[src/rtl/mlp_pkg.sv]
// rtl/mlp_pkg.sv - shared types and arithmetic constants for the MLP layer datapath
package mlp_pkg;

  typedef enum logic [2:0] {
    S_IDLE,
    S_FEED,
    S_DRAIN,
    S_OUT,
    S_DONE
  } state_t;

  localparam int ACT_W = 16;
  localparam int WGT_W = 8;
  localparam int ACC_W = 16;

  localparam logic signed [ACC_W-1:0] SAT_MAX = 16'sh7fff;
  localparam logic signed [ACC_W-1:0] SAT_MIN = 16'sh8000;

endpackage

[src/rtl/bias_relu_sat.sv]
// rtl/bias_relu_sat.sv - combinational bias add with signed saturation and optional ReLU
module bias_relu_sat
  import mlp_pkg::*;
#(
  parameter bit RELU = 1'b1
) (
  input  logic signed [ACC_W-1:0] acc,
  input  logic signed [ACC_W-1:0] bias,
  output logic signed [ACC_W-1:0] y
);

  logic signed [ACC_W:0]   sum;
  logic signed [ACC_W-1:0] sat;

  always_comb begin
    sum = {acc[ACC_W-1], acc} + {bias[ACC_W-1], bias};
    // overflow shows up as disagreement between the two top bits of the widened sum
    if (sum[ACC_W] != sum[ACC_W-1]) begin
      sat = sum[ACC_W] ? SAT_MIN : SAT_MAX;
    end else begin
      sat = sum[ACC_W-1:0];
    end
    y = (RELU && sat[ACC_W-1]) ? '0 : sat;
  end

endmodule

[src/rtl/mac_sequencer.sv]
// rtl/mac_sequencer.sv - dense-layer MAC controller: operand streaming, drain, bias/ReLU, result handshake
module mac_sequencer
  import mlp_pkg::*;
#(
  parameter int N_INPUTS  = 16,
  parameter int N_NEURONS = 8,
  parameter int MAC_LAT   = 1,
  parameter bit RELU      = 1'b1,
  localparam int IW = $clog2(N_INPUTS),
  localparam int WW = $clog2(N_INPUTS * N_NEURONS),
  localparam int NW = (N_NEURONS > 1) ? $clog2(N_NEURONS) : 1
) (
  input  logic                    clk,
  input  logic                    reset,
  input  logic                    start,
  output logic                    busy,
  output logic                    done,
  output logic [IW-1:0]           in_addr,
  output logic [WW-1:0]           w_addr,
  output logic [NW-1:0]           bias_addr,
  input  logic signed [ACC_W-1:0] bias_data,
  output logic                    mac_en,
  output logic                    mac_first,
  input  logic signed [ACC_W-1:0] mac_acc,
  output logic signed [ACC_W-1:0] result,
  output logic                    result_valid,
  input  logic                    result_ready,
  output logic [NW-1:0]           neuron_idx
);

  localparam int DW = (MAC_LAT > 0) ? $clog2(MAC_LAT + 1) : 1;

  state_t                  state, state_n;
  logic [IW-1:0]           k, k_n;
  logic [NW-1:0]           neuron, neuron_n;
  logic [WW-1:0]           w, w_n;
  logic [DW-1:0]           d, d_n;
  logic                    capture;
  logic                    k_last, n_last;
  logic signed [ACC_W-1:0] sat_y;

  assign k_last = (k == IW'(N_INPUTS - 1));
  assign n_last = (neuron == NW'(N_NEURONS - 1));

  bias_relu_sat #(.RELU(RELU)) u_brs (
    .acc  (mac_acc),
    .bias (bias_data),
    .y    (sat_y)
  );

  always_comb begin
    state_n  = state;
    k_n      = k;
    neuron_n = neuron;
    w_n      = w;
    d_n      = d;
    capture  = 1'b0;
    case (state)
      S_IDLE: begin
        if (start) begin
          state_n  = S_FEED;
          k_n      = '0;
          neuron_n = '0;
          w_n      = '0;
        end
      end
      S_FEED: begin
        if (k_last) begin
          state_n = S_DRAIN;
          d_n     = '0;
        end else begin
          k_n = k + 1'b1;
          w_n = w + 1'b1;
        end
      end
      S_DRAIN: begin
        // last term reaches mac_acc MAC_LAT+1 cycles after the final address
        if (d == DW'(MAC_LAT)) begin
          state_n = S_OUT;
          capture = 1'b1;
        end else begin
          d_n = d + 1'b1;
        end
      end
      S_OUT: begin
        if (result_ready) begin
          if (n_last) begin
            state_n = S_DONE;
          end else begin
            state_n  = S_FEED;
            neuron_n = neuron + 1'b1;
            k_n      = '0;
            // weights are laid out neuron-major, so the next row starts right after this one
            w_n      = w + 1'b1;
          end
        end
      end
      S_DONE:  state_n = S_IDLE;
      default: state_n = S_IDLE;
    endcase
  end

  always_ff @(posedge clk or negedge reset) begin
    if (!reset) begin
      state     <= S_IDLE;
      k         <= '0;
      neuron    <= '0;
      w         <= '0;
      d         <= '0;
      mac_en    <= 1'b0;
      mac_first <= 1'b0;
      result    <= '0;
    end else begin
      state     <= state_n;
      k         <= k_n;
      neuron    <= neuron_n;
      w         <= w_n;
      d         <= d_n;
      // strobes trail the address by one cycle to line up with the sync-read memories
      mac_en    <= (state == S_FEED);
      mac_first <= (state == S_FEED) && (k == '0);
      if (capture) begin
        result <= sat_y;
      end
    end
  end

  assign busy         = (state == S_FEED) || (state == S_DRAIN) || (state == S_OUT);
  assign done         = (state == S_DONE);
  assign result_valid = (state == S_OUT);
  assign in_addr      = k;
  assign w_addr       = w;
  assign bias_addr    = neuron;
  assign neuron_idx   = neuron;

endmodule
[config.mk]
export PLATFORM = sky130hd
export DESIGN_NAME = mac_sequencer
export DESIGN_NICKNAME = d
export VERILOG_FILES = /design/src/rtl/mlp_pkg.sv /design/src/rtl/bias_relu_sat.sv /design/src/rtl/mac_sequencer.sv
export SDC_FILE = /design/constraint.sdc
export NUM_CORES = 1
export LEC_CHECK = 0
export CORE_ASPECT_RATIO = 1.1
export CORE_MARGIN = 3
export CORE_UTILIZATION = 43
export CTS_CLUSTER_DIAMETER = 30
export DETAILED_ROUTE_END_ITERATION = 12
export PLACE_DENSITY_LB_ADDON = 0.08
export SLEW_MARGIN = 15
export SYNTH_ARGS = -nofsm -noshare
export SYNTH_HDL_FRONTEND = slang
export SYNTH_SLANG_ARGS = --single-unit
[constraint.sdc]
create_clock -name clk -period 2.06 [get_ports clk]
set_clock_uncertainty 0.1 [all_clocks]
set_input_delay 0.618 -clock clk [delete_from_list [all_inputs] [get_ports clk]]
set_output_delay 0.618 -clock clk [all_outputs]
set_load 0.005 [all_outputs]
==> metrics.yaml <==
layout:
  nNetsFinal: 476
  layout_commonest_cell: "buf_4"
  final_cell_mix: "buf_4, clkdlybuf4s50_1, dfrtp_1, nand2_1"
  stdcell_area_sq_um: 4400
  antenna_cells: 0
  syn_to_final_growth_pct: 73.76
  layout.cells.non_filler: 493
  drive_above_1_share_pct: 37.56
setup_path:
  cp_top_family: "compound AO/OA/AOI/OAI gates"
  crit_path_max_fanout: 5
  slowest_stage: "fa_2"
  endpoint_kind: "flop"
  worst_setup_path_start_kind: "input port"
  crit_buf_inv: 3
  cpPeakStageDelay_ps: 360
  worstPathRequired_ps: 2140
  crit_top_cell: "buf_4"
  crit_chain: "buf_6 -> ha_4 -> fa_2 -> a21o_1 -> nor3b_4 -> o311ai_2 -> a41oi_2 -> buf_4 -> buf_4 -> a22o_1"
  cp.arrival_ps: 2680
  criticalPathCategory: "in -> reg"
route:
  first_pass_iters: 4
  avgRoutedWirePerCell_um: 16.13
  drc: 0
  ant_nets: 0
  vias_per_cell: 5.564
  drt_wl_total_um: 7953
  via_count: 2743
  drt-initial-drc-count: 86
sta:
  final-setup-viol-count: 16
  slew_viol_final: 0
  layout_setup_ws_ps: -536.7
  grt_setup_unrepaired: "true"
  max_freq_ghz: 0.3851
  period_minus_slack_ps: 2597
  period_share_pct: 126.1
  hold_viol: 0
global_routing:
  antenna_found_initial: 0
  grt_usage_pct: 22.48
  grt_pass1_wl_um: 12360
  grt_pass1_vias: 2694
  grt_max_degree: 36
  overflow: 0
placement:
  pre_cts_ws_ps: -1154
  gp_congestion: 0.8675
  dp_hpwl_um: 5347
  post_dp_cell_area_sq_um: 3721
  numPlacedInstances: 457
  port_buffers: 72
hold_path:
  hp-class: "reg -> reg"
synthesis:
  synth.yosys.seq_area_share_pct: 34.58
  synth-async-reset-ratio_pct: 100.0
  synthesis.nets: 332
  ys_warn_count: 0
  ys_ff_latch: 35
  synth_edf_count: 0
  synthesis.instances: 274
  avgSynthCellArea_sq_um: 9.242
  synth_cell_types: 58
  synth_area_sq_um: 2532
  ys.flop_type: "dfrtp_1"
floorplan:
  dieArea_sq_um: 6847
  fp.coreArea_sq_um: 5535
  die_x_um: 79.17
  rows: 28
  initial_utilization_pct: 45.75
  ioPinCount: 74
  fp.dieH_um: 86.49
clock_network:
  cts_buffers: 5
  clock_latency_ps: 290
  root_buffer: "clkbuf_8"
  h-tree-depth: 2
  cts_tree: "built"
  clock-sinks: 35
  clk_pin_slew_worst_paths_ps: 60
  cts_buffer_depth: 2
flow_run:
  drv_cap: 0
status:
  violations: "negative setup slack"
  status: "finished, violations left"
power:
  p_leak_nw: 1.966
  vdd_drop_max_uv: 631.5
  p_per_area_nw_per_um2: 799.3
[layout make-up]
class | instances | area, sq um
well taps | 75 | 93.84
inverters | 8 | 30.03
flip-flops and latches | 35 | 880.8
clock inverters | 1 | 5.005
multi-input cells | 215 | 1942
repair buffers | 153 | 1366
clock buffers | 6 | 82.58
fillers | 353 | 1135
[layer usage]
layer | track usage [%] | part of all wire [%]
met1 | 25.49 | 39
met2 | 42.50 | 56
met3 | 3.534 | 4.5
met4 | 7.500 | 1.5
met5 | 0 | 0
[stage by stage]
stage	TNS (ps)	power (mW)	utilization [%]	hold slack, ps
after detailed placement	-19550	2.672	67.22	384.2
final	-6967	3.517	79.50	414.2
after global placement	-19010	2.645	67.22	367.4
after floorplan	-6549	1.854	-	222.4
after CTS	-7388	3.288	74.93	392.6
after global routing	-7677	3.766	79.50	427.3
[worst reg2reg max path: cells and delay by family (launching register included)]
family / cells / cell delay, ps
AOI/OAI and AO/OA: 3 / 700
buffers and inverters: 3 / 440
DFF: 1 / 380
and+or+nand+nor: 2 / 360
[flip-flops by register name, summed over array words and instances, names as in the netlist]
| name | cells |
|---|---|
| mac_first | 1 |
| w_addr | 7 |
| mac_en | 1 |
| bias_addr | 3 |
| state | 3 |
| result | 15 |
| d | 1 |
| in_addr | 4 |
[final timing paths]
| kind | slack (ps) | cells after the start | end | start |
|---|---|---|---|---|
| worst max register to register | 10 | 8 | result[0] | state[2] |
| worst min register to register | 410 | 1 | result[0] | result[0] |
| min in group asynchronous | 600 | 2 | in_addr[2] | reset |
| worst min-delay path | 410 | 1 | result[0] | result[0] |
| max in group asynchronous | 1070 | 2 | w_addr[4] | reset |
| worst max-delay path | -540 | 10 | result[0] | bias_data[0] |
[cells in the mapped netlist, types with 8 or more instances]
| cell type | count | area share [%] |
|---|---|---|
| a21o_1 | 10 | 3.0 |
| a21oi_1 | 15 | 3.0 |
| a22o_1 | 15 | 5.2 |
| dfrtp_1 | 35 | 35 |
| ha_1 | 21 | 10 |
| inv_1 | 8 | 1.2 |
| nand2_1 | 19 | 2.8 |
| nand3_1 | 9 | 1.8 |
| nor2_1 | 17 | 2.5 |
| o21ai_0 | 27 | 5.3 |
[logic make-up (layout without fill, tap and decap cells)]
group,after synthesis,count (layout),synth area share [%]
compound gates,104,105,29.64
xor+xnor,10,10,3.458
fa+ha+maj,22,22,11.17
buf+inv,26,168,5.286
flops,35,35,34.58
mux,3,3,1.235
other cells,1,1,0.1481
simple gates,73,74,14.48
[where the power goes]
part           switching, mW  internal, mW
clock network          0.238         0.262
logic                  0.840          1.09
registers              0.197         0.893
[timing repair]
action                     in CTS  in global routing
pin swaps                      36                 34
resized for setup              82                 49
setup buffers                  14                 16
hold buffers                    0                  0
setup endpoints to repair      18                 26
cloned                          3                  0
(Power assumes the default switching activity.)
==> RTL change (same flow settings) <==
Set the parameter `MAC_LAT` to 2 (it was 1). Comments in the files are not updated.
--- a/src/rtl/mac_sequencer.sv
+++ b/src/rtl/mac_sequencer.sv
@@ -6,3 +6,3 @@
   parameter int N_NEURONS = 8,
-  parameter int MAC_LAT   = 1,
+  parameter int MAC_LAT   = 2,
   parameter bit RELU      = 1'b1,
Check against the original RTL: same outputs for any inputs over 10 cycles, from zero or initial values and one cycle with reset low; that may be too few to reach the edited logic, so the function may still have changed.
==> RTL change against the unedited design <==
The flow still finishes with violations (negative setup slack). Clock power rose by 73%. Non-clock buffer count is 13 higher. Worst hold slack worse by 0.023 ns. Total power up 33%. Sequential cell count is 1 higher. Maximum frequency is 8.3% higher. Final area up 5.8%. Via count up 7.8%. Synthesized area up 4.2%. Synthesized cell count up 15%. Combinational power is 35% higher. Setup slack better by 0.20 ns. Highest routed layer unchanged. Routed wire length is 2.7% higher.
==> RTL change: results (changes against the unedited design) <==
status=finished, violations left; violated checks=negative setup slack; Hold EP=d[0]$_DFFE_PN0P_; routed wl met3=272 um (-23%); Clock Power=0.866 mW (+73%); Hold Slack=0.392 ns (-0.0226 ns); Leak=2.07 nW (+5.0%); Synth Area in Compound Gates=0.263 (-0.0336); Distinct cells, synth=52 (-10%); first-pass GRT wire length=13600 um (+10%); overall power=4.67 mW (+33%); Synth top cells by count=nand2_1 (37), dfrtp_1 (36), o21ai_0 (29); Worst Slack Setup Final=-0.337 ns (+0.200 ns); FF-to-FF setup slack=0.07 ns (+0.06 ns); GRT Total Usage=0.240 (+0.0150); P_sw=1.59 mW (+25%); clk tree area frac=0.0341 (+0.0142); Critical R2R Capture=w_addr[4]$_DFFE_PN0P_; sequential fraction of the synthesis area=0.342 (-0.00429); WL/cell=14.9 um (-7.6%); Final setup viols=15 (-1); seq pwr=1.19 mW (+9%); CTS clk-pin slew, worst paths=0.08 ns (+0.02 ns); Layout non-clock buf frac=0.306 (-0.00404); grt met1 use=0.270 (+0.0150); met2 wire length=4470 um (+1.2%); multi-input gates=253 (+18%)
-- RTL change: kinds of logic after synthesis --
| kind of cell | count (synthesis) |
|---|---|
| XOR/XNOR | 8 |
| multiplexers | 1 |
| adder cells (fa/ha/maj) | 23 |
| other | 1 |
| AO/OA/AOI/OAI | 110 |
| buffers and inverters | 25 |
| flip-flops | 36 |
| AND/OR/NAND/NOR | 110 |
-- RTL change: per-stage QoR --
step	TNS, ns	cells	cell area (um2)	setup WS (ns)
after floorplan	-6.36	314	2780	-0.451
after CTS	-3.72	543	4550	-0.420
final	-3.84	548	4650	-0.337
after global placement	-18.28	519	4030	-1.02
after global routing	-5.07	548	4650	-0.416
after detailed placement	-19.25	519	4030	-1.04
-- RTL change: critical path: cells and delay by family --
family | cells | cell delay [ns]
buffers and inverters | 2 | 0.33
and+or+nand+nor | 3 | 0.89
AOI/OAI and AO/OA | 3 | 0.44
adders and majority gates | 1 | 0.18
